--- config.mk ---
export PLATFORM = sky130hd
export DESIGN_NAME = sdspi_cmd_seq_flat
export DESIGN_NICKNAME = d
export VERILOG_FILES = /design/src/rtl/sdspi_cmd_seq_if.sv /design/src/rtl/sdspi_cmd_seq.sv /design/src/flat_wrapper.sv
export SDC_FILE = /design/constraint.sdc
export NUM_CORES = 1
export LEC_CHECK = 0
export CORE_ASPECT_RATIO = 0.7
export CORE_MARGIN = 1
export CORE_UTILIZATION = 55
export DETAILED_ROUTE_END_ITERATION = 12
export GPL_TIMING_DRIVEN = 0
export PLACE_DENSITY_LB_ADDON = 0.05
export SYNTH_ARGS = -nofsm -noshare
export SYNTH_HDL_FRONTEND = slang
export SYNTH_SLANG_ARGS = --single-unit
--- constraint.sdc ---
create_clock -name clk -period 3.8 [get_ports clk]
set_input_delay 0.57 -clock clk [delete_from_list [all_inputs] [get_ports clk]]
set_output_delay 0.57 -clock clk [all_outputs]
set_load 0.05 [all_outputs]
--- src/rtl/sdspi_cmd_seq_if.sv ---
// Signal bundle between the SD command sequencer, its requester (cmd_*) and the
// byte-level SPI master (spi_*). The sequencer takes the master modport.
interface sdspi_cmd_seq_if;
  logic        cmd_start;
  logic [5:0]  cmd_index;
  logic [31:0] cmd_arg;
  logic [6:0]  cmd_crc;
  logic [2:0]  resp_bytes;
  logic        cmd_busy;
  logic        cmd_done;
  logic [7:0]  r1;
  logic [31:0] resp_data;
  logic        timeout_err;
  logic [7:0]  spi_data_in;
  logic [7:0]  spi_data_out;
  logic        spi_w_data;
  logic        spi_w_conf;
  logic        spi_ss_in;
  logic        spi_busy;

  modport master (
    input  cmd_start, cmd_index, cmd_arg, cmd_crc, resp_bytes,
    output cmd_busy, cmd_done, r1, resp_data, timeout_err,
    output spi_data_in, spi_w_data, spi_w_conf, spi_ss_in,
    input  spi_data_out, spi_busy
  );

  modport slave (
    output cmd_start, cmd_index, cmd_arg, cmd_crc, resp_bytes,
    input  cmd_busy, cmd_done, r1, resp_data, timeout_err,
    input  spi_data_in, spi_w_data, spi_w_conf, spi_ss_in,
    output spi_data_out, spi_busy
  );
endinterface

--- src/rtl/sdspi_cmd_seq.sv ---
// Issues one SD SPI-mode command frame through a byte SPI master, polls for R1
// and collects up to four trailing response bytes.
module sdspi_cmd_seq #(
  parameter logic [7:0] CLK_DIV    = 8'd6,
  parameter int         R1_TIMEOUT = 8
) (
  input logic            clk,
  input logic            rst,
  sdspi_cmd_seq_if.master bus
);
  localparam logic [7:0] TIMEOUT_W = 8'(R1_TIMEOUT);

  typedef enum logic [3:0] {
    S_CONF, S_IDLE, S_LOAD, S_SEND, S_GUARD, S_WAIT, S_POLL, S_RESP, S_DONE
  } state_t;
  typedef enum logic [1:0] {PH_FRAME, PH_POLL, PH_RESP} phase_t;

  state_t      r_state;
  phase_t      r_phase;
  logic [5:0]  r_idx;
  logic [31:0] r_arg;
  logic [6:0]  r_crc;
  logic [2:0]  r_resp_n;
  logic [2:0]  r_byte_cnt;
  logic [7:0]  r_poll_cnt;
  logic [2:0]  r_resp_cnt;
  logic        r_guard_cnt;
  logic        r_ss;
  logic        r_w_data;
  logic        r_w_conf;
  logic [7:0]  r_data_in;
  logic        r_busy;
  logic        r_done;
  logic [7:0]  r_r1;
  logic [31:0] r_resp_data;
  logic        r_timeout;
  logic [7:0]  w_frame_byte;
  logic [2:0]  w_resp_n;

  assign w_resp_n = (bus.resp_bytes > 3'd4) ? 3'd4 : bus.resp_bytes;

  always_comb begin
    w_frame_byte = 8'hFF;
    case (r_byte_cnt)
      3'd0:    w_frame_byte = {2'b01, r_idx};
      3'd1:    w_frame_byte = r_arg[31:24];
      3'd2:    w_frame_byte = r_arg[23:16];
      3'd3:    w_frame_byte = r_arg[15:8];
      3'd4:    w_frame_byte = r_arg[7:0];
      3'd5:    w_frame_byte = {r_crc, 1'b1};
      default: w_frame_byte = 8'hFF;
    endcase
  end

  always_ff @(posedge clk) begin
    if (rst) begin
      r_state     <= S_CONF;
      r_phase     <= PH_FRAME;
      r_idx       <= '0;
      r_arg       <= '0;
      r_crc       <= '0;
      r_resp_n    <= '0;
      r_byte_cnt  <= '0;
      r_poll_cnt  <= '0;
      r_resp_cnt  <= '0;
      r_guard_cnt <= 1'b0;
      r_ss        <= 1'b1;
      r_w_data    <= 1'b0;
      r_w_conf    <= 1'b0;
      r_data_in   <= 8'hFF;
      r_busy      <= 1'b1;
      r_done      <= 1'b0;
      r_r1        <= 8'hFF;
      r_resp_data <= '0;
      r_timeout   <= 1'b0;
    end else begin
      r_w_data <= 1'b0;
      r_w_conf <= 1'b0;
      r_done   <= 1'b0;
      case (r_state)
        S_CONF: begin
          r_w_conf  <= 1'b1;
          r_data_in <= CLK_DIV;
          r_busy    <= 1'b0;
          r_state   <= S_IDLE;
        end
        S_IDLE: begin
          if (bus.cmd_start) begin
            r_idx       <= bus.cmd_index;
            r_arg       <= bus.cmd_arg;
            r_crc       <= bus.cmd_crc;
            r_resp_n    <= w_resp_n;
            r_timeout   <= 1'b0;
            r_resp_data <= '0;
            r_byte_cnt  <= '0;
            r_phase     <= PH_FRAME;
            r_ss        <= 1'b0;
            r_busy      <= 1'b1;
            r_state     <= S_LOAD;
          end
        end
        // w_data is raised here so it is high exactly while in SEND.
        S_LOAD: begin
          r_data_in <= w_frame_byte;
          r_w_data  <= 1'b1;
          r_state   <= S_SEND;
        end
        S_SEND: begin
          r_guard_cnt <= 1'b0;
          r_state     <= S_GUARD;
        end
        S_GUARD: begin
          if (r_guard_cnt) r_state <= S_WAIT;
          else             r_guard_cnt <= 1'b1;
        end
        S_WAIT: begin
          if (!bus.spi_busy) begin
            case (r_phase)
              PH_FRAME: begin
                if (r_byte_cnt == 3'd5) begin
                  r_poll_cnt <= '0;
                  r_phase    <= PH_POLL;
                  r_state    <= S_POLL;
                end else begin
                  r_byte_cnt <= r_byte_cnt + 3'd1;
                  r_state    <= S_LOAD;
                end
              end
              PH_POLL: begin
                if (!bus.spi_data_out[7]) begin
                  r_r1 <= bus.spi_data_out;
                  if (r_resp_n != 3'd0) begin
                    r_resp_cnt <= '0;
                    r_phase    <= PH_RESP;
                    r_state    <= S_RESP;
                  end else begin
                    r_state <= S_DONE;
                  end
                end else if (r_poll_cnt + 8'd1 == TIMEOUT_W) begin
                  r_r1      <= 8'hFF;
                  r_timeout <= 1'b1;
                  r_state   <= S_DONE;
                end else begin
                  r_poll_cnt <= r_poll_cnt + 8'd1;
                  r_state    <= S_POLL;
                end
              end
              default: begin
                r_resp_data <= {r_resp_data[23:0], bus.spi_data_out};
                r_resp_cnt  <= r_resp_cnt + 3'd1;
                if (r_resp_cnt + 3'd1 == r_resp_n) r_state <= S_DONE;
                else                               r_state <= S_RESP;
              end
            endcase
          end
        end
        S_POLL, S_RESP: begin
          r_data_in <= 8'hFF;
          r_w_data  <= 1'b1;
          r_state   <= S_SEND;
        end
        S_DONE: begin
          r_ss    <= 1'b1;
          r_done  <= 1'b1;
          r_busy  <= 1'b0;
          r_state <= S_IDLE;
        end
        default: r_state <= S_CONF;
      endcase
    end
  end

  assign bus.cmd_busy    = r_busy;
  assign bus.cmd_done    = r_done;
  assign bus.r1          = r_r1;
  assign bus.resp_data   = r_resp_data;
  assign bus.timeout_err = r_timeout;
  assign bus.spi_data_in = r_data_in;
  assign bus.spi_w_data  = r_w_data;
  assign bus.spi_w_conf  = r_w_conf;
  assign bus.spi_ss_in   = r_ss;
endmodule

--- src/flat_wrapper.sv ---
// flat-port wrapper written by rule: the top's interface ports become plain ports
module sdspi_cmd_seq_flat 
#(
  parameter logic [7:0] CLK_DIV    = 8'd6,
  parameter int         R1_TIMEOUT = 8
)
  (clk, rst, bus_cmd_start, bus_cmd_index, bus_cmd_arg, bus_cmd_crc, bus_resp_bytes, bus_cmd_busy, bus_cmd_done, bus_r1, bus_resp_data, bus_timeout_err, bus_spi_data_in, bus_spi_w_data, bus_spi_w_conf, bus_spi_ss_in, bus_spi_data_out, bus_spi_busy);
  sdspi_cmd_seq_if bus_i ();
  input logic clk;
  input logic rst;
  input wire logic [$bits(bus_i.cmd_start)-1:0] bus_cmd_start;
  input wire logic [$bits(bus_i.cmd_index)-1:0] bus_cmd_index;
  input wire logic [$bits(bus_i.cmd_arg)-1:0] bus_cmd_arg;
  input wire logic [$bits(bus_i.cmd_crc)-1:0] bus_cmd_crc;
  input wire logic [$bits(bus_i.resp_bytes)-1:0] bus_resp_bytes;
  output wire logic [$bits(bus_i.cmd_busy)-1:0] bus_cmd_busy;
  output wire logic [$bits(bus_i.cmd_done)-1:0] bus_cmd_done;
  output wire logic [$bits(bus_i.r1)-1:0] bus_r1;
  output wire logic [$bits(bus_i.resp_data)-1:0] bus_resp_data;
  output wire logic [$bits(bus_i.timeout_err)-1:0] bus_timeout_err;
  output wire logic [$bits(bus_i.spi_data_in)-1:0] bus_spi_data_in;
  output wire logic [$bits(bus_i.spi_w_data)-1:0] bus_spi_w_data;
  output wire logic [$bits(bus_i.spi_w_conf)-1:0] bus_spi_w_conf;
  output wire logic [$bits(bus_i.spi_ss_in)-1:0] bus_spi_ss_in;
  input wire logic [$bits(bus_i.spi_data_out)-1:0] bus_spi_data_out;
  input wire logic [$bits(bus_i.spi_busy)-1:0] bus_spi_busy;
  assign bus_i.cmd_start = bus_cmd_start;
  assign bus_i.cmd_index = bus_cmd_index;
  assign bus_i.cmd_arg = bus_cmd_arg;
  assign bus_i.cmd_crc = bus_cmd_crc;
  assign bus_i.resp_bytes = bus_resp_bytes;
  assign bus_cmd_busy = bus_i.cmd_busy;
  assign bus_cmd_done = bus_i.cmd_done;
  assign bus_r1 = bus_i.r1;
  assign bus_resp_data = bus_i.resp_data;
  assign bus_timeout_err = bus_i.timeout_err;
  assign bus_spi_data_in = bus_i.spi_data_in;
  assign bus_spi_w_data = bus_i.spi_w_data;
  assign bus_spi_w_conf = bus_i.spi_w_conf;
  assign bus_spi_ss_in = bus_i.spi_ss_in;
  assign bus_i.spi_data_out = bus_spi_data_out;
  assign bus_i.spi_busy = bus_spi_busy;
  sdspi_cmd_seq #(.CLK_DIV(CLK_DIV), .R1_TIMEOUT(R1_TIMEOUT)) u_core (.clk(clk), .rst(rst), .bus(bus_i));
endmodule
==> results of run 1 <==
[cell type report]
| class | instances | share of cell area |
|---|---|---|
| buffer | 49 | 0.0275 |
| timing repair buffer | 112 | 0.155 |
| tap | 124 | 0.0214 |
| inverter | 11 | 0.00571 |
| multi-input combinational | 481 | 0.365 |
| clock buffer | 21 | 0.0622 |
| clock inverter | 11 | 0.0232 |
| sequential | 123 | 0.340 |
[sequential cells by signal, indices dropped and copies added (netlist names)]
name,count
u_core.r_resp_cnt,3
u_core.r_state,4
u_core.r_phase,2
u_core.bus.resp_data,32
u_core.bus.spi_w_conf,1
u_core.bus.spi_ss_in,1
u_core.r_crc,7
u_core.r_guard_cnt,1
u_core.r_resp_n,3
u_core.r_arg,32
u_core.bus.timeout_err,1
u_core.r_idx,6
u_core.r_poll_cnt,8
u_core.bus.spi_w_data,1
u_core.bus.cmd_busy,1
u_core.bus.cmd_done,1
u_core.r_byte_cnt,3
u_core.bus.spi_data_in,8
u_core.bus.r1,8
[worst paths after layout]
path	start	to	slack, ns	cells after the start
setup / recovery	u_core.r_byte_cnt[2]	u_core.bus.spi_data_in[6]	0.31	10
hold / removal	u_core.r_arg[31]	u_core.r_arg[31]	0.45	2
setup reg to reg	u_core.r_byte_cnt[2]	u_core.bus.spi_data_in[6]	0.31	10
hold reg to reg	u_core.r_arg[31]	u_core.r_arg[31]	0.45	2
[Yosys cell counts (6+ instances only)]
cell type,instances
o21ai_0,30
nor2b_1,6
nand2_1,148
ha_1,8
dfxtp_1,123
mux2_2,7
nor2_1,27
clkbuf_1,41
inv_1,10
nand3_1,46
o311ai_1,6
a21oi_1,103
buf_2,6
[cells in the final DEF (no fill, tap or decap), types with 4 or more instances in the layout]
cell type,Yosys,routed
a222oi_1,5,5
clkbuf_16,0,17
nand2_1,148,148
o21ai_0,30,30
nor2b_1,6,6
inv_1,10,10
bufinv_16,0,4
ha_1,8,8
mux2_2,7,7
a31oi_1,4,4
nor2_1,27,27
a211oi_1,4,4
nand3b_1,4,4
buf_2,6,6
o311ai_1,6,6
a32oi_1,4,4
nand3_1,46,46
nor3_1,5,5
a21oi_1,103,103
o21ai_1,5,5
clkbuf_1,41,44
dfxtp_1,123,123
clkdlybuf4s50_1,0,112
[stage by stage]
stage	power, mW	cells
after global routing	4.06	932
after floorplan	1.96	664
after detailed placement	2.23	900
after CTS	3.91	932
after global placement	2.21	900
final	3.94	932
[power groups by stage]
stage,clock [mW],sequential (mW),combinational (mW)
after global routing,1.76,1.47,0.829
after floorplan,0,1.58,0.374
after global placement,0,1.48,0.728
after CTS,1.70,1.46,0.759
after detailed placement,0,1.48,0.748
final,1.71,1.46,0.772
[tightest hold or removal path, delay by kind of cell (launching register included)]
kind | cells | cell delay [ns]
AND/OR/NAND/NOR | 1 | 0.05
AO/OA/AOI/OAI | 1 | 0.05
flip-flops | 1 | 0.31
[per-layer routing]
metal	share of wire	vias to the layer above	track usage
met4	0.023	0	0.117
met2	0.43	380	0.522
met5	0	-	0
li1	-	2625	-
met3	0.11	52	0.0849
met1	0.44	2747	0.500
[cells by family after synthesis]
group	after synthesis	share of synthesized area
simple gates	263	0.225
compound gates	197	0.223
flops	123	0.461
buf+inv	60	0.0450
mux	10	0.0204
fa+ha+maj	8	0.0187
xor+xnor	3	0.00749
==> results.md, run 1 <==
* TritonCTS Sinks at 123
* Async SR Flop Fraction at 0
* Post-Syn Area at 5340 um2
* Antenna Nets Post-Route at 0
* Sequential Area at 2460 um2
* Clock buffer count from CTS at 17
* Worst slack, placed at 0.540 ns
* Gate power share at 0.196
* Vias in the first global route at 5379
* N_diodes at 0
* Post_cts resized at 0
* Crit path launch type: flop
* I/O pin cnt at 114
* Die W at 120 um
* Reg power frac at 0.371
* Fin crit share at 0.919
* RSZ-0062 raised after global routing: false
* Share of layout cells above drive strength 1 at 0.0631
* Arrival @ worst endpoint at 3.78 ns
* Crit path capture type: flop
* Switching Fraction at 0.296
* Most Frequent Cell on Critical Path: clkbuf_1
* Setup Fix Bufs, Post-CTS at 0
* Top delay family on crit path: compound AO/OA/AOI/OAI gates
* Leakage at 2.49 nW
* Setup TNS Final at 0 ns
* Kind of critical path: flop to flop
* Core footprint at 9250 um2
* Placer Congestion at 0.935
* VDD IR max at 358 uV
* Synth area leader: dfxtp_1
* Syn-to-layout area delta at 35.5%
* Min Hold Slack at 0.455 ns
* CTS tree: built
* Seq/Total Area, Yosys at 0.461
* Worst Path Max Fanout at 10
* EDFF count, synth at 0
* Synth cell types at 66
* Die area at 10100 um2
* Max-slew headroom at 0.486
* Worst-Margin Slew at 0.771 ns
* Post-synth top flop: dfxtp_1
* Vias post-DR at 5804
* Status: finished clean
* Routed vias/inst at 6.23
* Leading cell types by total area after synthesis: dfxtp_1 46%, nand2_1 10%, a21oi_1 9.6%
* Instance area after placement at 6620 um2
* Endpoints failing setup at 0
* Flops & latches, synth at 123
* First-pass GRT wire length at 27.3 mm
* Clock Path Buffers at 2
* Power share of the clock group at 0.433
* Congestion Overflow GR at 0
* Fillers at 640
* Starting DRC count in detailed routing at 692
* Initial Utilization at 0.577
* H-tree Lvls at 4
* DRC Markers at 0
* Final Hold Viols at 0
* Critical path, cell by cell: clkbuf_1 -> clkbuf_1 -> inv_1 -> ha_1 -> clkbuf_1 -> or3_1 -> a2bb2oi_1 -> o21ai_0 -> a221oi_1 -> o21ai_0
* Synth Warn # at 0
* GRT Total Usage at 0.352
* Die Ht at 84.5 um
* Post-route cell area at 7240 um2
* Fmax at 286 MHz
* WP data required at 4.09 ns
* Initial antenna violation count at 0
* Pint at 2.77 mW
* Clock latency on the worst-skew pair at 0.42 ns
* Max incr delay on CP at 0.55 ns
* Syn Inst Count at 664
* Final Skew at 0.00818 ns
* Routed Wire Length at 17.4 mm
* Area of the multi-input gates at 2640 um2
* Post-CTS Hold Buffers at 0
* CP bufs+invs at 4
* Pwr/cell area at 544 nW/um2
* HP Class: flop to flop
* Largest net degree at the start of global routing at 17
* Fin worst setup slack at 0.307 ns
* Root Buffer: clkbuf_16
* Syn_nets at 732
* Placed wire-length estimate at 12.3 mm
* Max Slew Vio Count at 0
* Reg clk slew, reported paths at 0.06 ns
* Fin crit period at 3.49 ns
* # Max-Cap Violations at 0
* Top cell type's share of synthesized area at 0.461
* PortBufs at 112
* Final nets at 863
* Rows at 29
* Final core occ at 0.782
* Sw Pwr at 1.17 mW
* Iteration count of the initial detailed-routing pass at 7
* Syn_area_per_cell at 8.05 um2
* Wirelength per Cell at 18.7 um
* Slowest CP cell: a2bb2oi_1
Note: power is estimated with default switching activity, not from simulation.
==> run 2: changes to the inputs <==
--- a/config.mk
+++ b/config.mk
@@ -10,7 +10,7 @@
 export CORE_UTILIZATION = 55
 export DETAILED_ROUTE_END_ITERATION = 12
 export GPL_TIMING_DRIVEN = 0
-export PLACE_DENSITY_LB_ADDON = 0.05
+export PLACE_DENSITY = 0.82
 export SYNTH_ARGS = -nofsm -noshare
 export SYNTH_HDL_FRONTEND = slang
 export SYNTH_SLANG_ARGS = --single-unit
==> run 2 against run 1 <==
  * Clock-buffer cell count increased by 2
  * Register-to-register slack worse by 0.09 ns
  * Global-route usage increased by 0.30 points
  * Die area unchanged
  * Clock skew shrank 0.0019 ns
  * Critical path depth unchanged
  * Via count shrank 1.4%
  * First-iteration DRC count increased by 5.3%
  * Non-clock buffer count did not move
  * Hold slack lost 0.0016 ns
  * Critical endpoint unchanged
==> results.md, run 2 (synthesis gave the netlist of run 1 again) <==
* Die W at 120 um (unchanged)
* CTS tree: built
* Wirelength per Cell at 18.6 um (-0.40%)
* DRC Markers at 0 (unchanged)
* Fin crit share at 0.942 (+0.0228)
* # Max-Cap Violations at 0 (unchanged)
* Fmax at 279 MHz (-2.4%)
* FF-to-FF setup slack at 0.22 ns (-0.09 ns)
* Initial Utilization at 0.577 (unchanged)
* Max-slew headroom at 0.532 (+0.0460)
* Largest net degree at the start of global routing at 17 (unchanged)
* Arrival @ worst endpoint at 3.85 ns (+0.07 ns)
* Critical path, cell by cell: clkbuf_1 -> clkbuf_1 -> inv_1 -> ha_1 -> clkbuf_1 -> or3_1 -> a2bb2oi_1 -> o21ai_0 -> a221oi_1 -> o21ai_0
* PortBufs at 112 (unchanged)
* Initial antenna violation count at 1 (+1)
* R2R Path Start: u_core.r_byte_cnt[2]
* Routed Wire Length at 17.3 mm (-0.40%)
* Starting DRC count in detailed routing at 729 (+5.3%)
* Syn-to-layout area delta at 34.3%
* WP data required at 4.07 ns (-0.02 ns)
* Worst slack, placed at 0.406 ns (-0.134 ns)
* Share of layout cells above drive strength 1 at 0.0595 (-0.00364)
* Max incr delay on CP at 0.54 ns (about the same)
* Placed wire-length estimate at 12.6 mm (+2.3%)
* Endpoints failing setup at 0 (unchanged)
* Crit path launch type: flop
* Final Skew at 0.00632 ns (-0.00185 ns)
* Hold path depth at 2 (unchanged)
* R2R Path End: u_core.bus.spi_data_in[6]
* Final Power at 3.77 mW (-4.2%)
* Most Frequent Cell on Critical Path: clkbuf_1
* Reg clk slew, reported paths at 0.05 ns (about the same)
* First-pass GRT wire length at 27.7 mm (+1.3%)
* Commonest non-fill, non-tap cell in the layout: nand2_1
* Placer Congestion at 0.933 (-0.17%)
* Worst Path Max Fanout at 10 (unchanged)
* Die Ht at 84.5 um (unchanged)
* Congestion Overflow GR at 0 (unchanged)
* Worst-Margin Slew at 0.702 ns (-0.0690 ns)
* Clock buffer count from CTS at 17 (unchanged)
* Post-route cell area at 7170 um2 (-0.86%)
* Status: finished clean
* Final nets at 863 (unchanged)
* Max Slew Vio Count at 0 (unchanged)
* Core footprint at 9250 um2 (unchanged)
* Crit path capture type: flop
* Instance area after placement at 6620 um2 (unchanged)
* Final core occ at 0.775 (-0.00676)
* H-tree Lvls at 4 (unchanged)
* Slowest CP cell: a2bb2oi_1
* HP Class: flop to flop
* VDD IR max at 336 uV (-6.3%)
* RSZ-0062 raised after global routing: false
* Vias in the first global route at 5529 (+2.8%)
* Worst hold start: u_core.r_arg[25]
* Kind of critical path: flop to flop
* Iteration count of the initial detailed-routing pass at 6 (-1)
* Setup Fix Bufs, Post-CTS at 0 (unchanged)
* Final Non-Filler Cells at 932 (unchanged)
* GRT Total Usage at 0.355 (+0.00297)
* Clock Path Buffers at 2 (unchanged)
* Commonest non-fill, non-tap cells in the layout: 148 x nand2_1, 123 x dfxtp_1, 112 x clkdlybuf4s50_1, 103 x a21oi_1
* Post-CTS Hold Buffers at 0 (unchanged)
* Clock latency on the worst-skew pair at 0.41 ns (about the same)
* Min Hold Slack at 0.453 ns (-0.00164 ns)
* Antenna Nets Post-Route at 0 (unchanged)
* Fin worst setup slack at 0.221 ns (-0.0867 ns)
* Vias post-DR at 5720 (-1.4%)
* Die area at 10100 um2 (unchanged)
* Hold endpoint: u_core.r_arg[25]
* Routed vias/inst at 6.14 (-1.4%)
* Final Hold Viols at 0 (unchanged)
* I/O pin cnt at 114 (unchanged)
* FF-to-FF path depth at 10 (unchanged)
* TritonCTS Sinks at 123 (unchanged)
* Placed insts at 900 (unchanged)
* Fin crit period at 3.58 ns (+0.0867 ns)
* Post_cts resized at 0 (unchanged)
* Pwr/cell area at 526 nW/um2 (-3.4%)
* Root Buffer: clkbuf_16
* Rows at 29 (unchanged)
* Fillers at 679 (+6.1%)
* Setup TNS Final at 0 ns (unchanged)
* Leakage at 2.46 nW (-1.2%)
==> run 2: worst max path at each step <==
| stage | start | slack [ns] | endpoint | cells after the start |
|---|---|---|---|---|
| global route | u_core.r_byte_cnt[2] | 0.04 | u_core.bus.spi_data_in[6] | 10 |
| floorplan | u_core.r_byte_cnt[2] | 1.50 | u_core.bus.spi_data_in[3] | 10 |
| detailed placement | u_core.r_byte_cnt[2] | 0.41 | u_core.bus.spi_data_in[6] | 10 |
| global placement | u_core.r_byte_cnt[2] | 0.48 | u_core.bus.spi_data_in[6] | 10 |
| CTS | u_core.r_byte_cnt[2] | 0.37 | u_core.bus.spi_data_in[6] | 10 |
| finish | u_core.r_byte_cnt[2] | 0.22 | u_core.bus.spi_data_in[6] | 10 |
==> run 2: area by class of cell <==
cell class | count | area, um2 | area share
diodes | 1 | 2.50 | 0.000349
plain buffers | 49 | 199 | 0.0277
clock buffers | 23 | 458 | 0.0638
clock inverters | 8 | 95.1 | 0.0133
inverters | 11 | 41.3 | 0.00576
multi-input cells | 481 | 2640 | 0.368
flip-flops and latches | 123 | 2460 | 0.343
well taps | 124 | 155 | 0.0216
repair buffers | 112 | 1120 | 0.156
==> run 2: power by group <==
part           internal [mW]  total, mW  switching, mW
Combinational          0.265      0.769          0.504
Clock                  0.973       1.54          0.568
Sequential              1.39       1.46         0.0680
==> run 2: critical path: cells and delay by family (launching register included) <==
family | cells | cell delay [ns]
AOI/OAI and AO/OA | 4 | 1.41
adders and majority gates | 1 | 0.15
buffers and inverters | 4 | 1.24
DFF | 1 | 0.43
and+or+nand+nor | 1 | 0.21
==> run 2: per-layer routing <==
layer	part of all wire	track usage	vias to the layer above
li1	-	-	2620
met4	0.019	0.118	0
met5	0	0	-
met1	0.44	0.483	2694
met3	0.11	0.116	40
met2	0.43	0.530	366
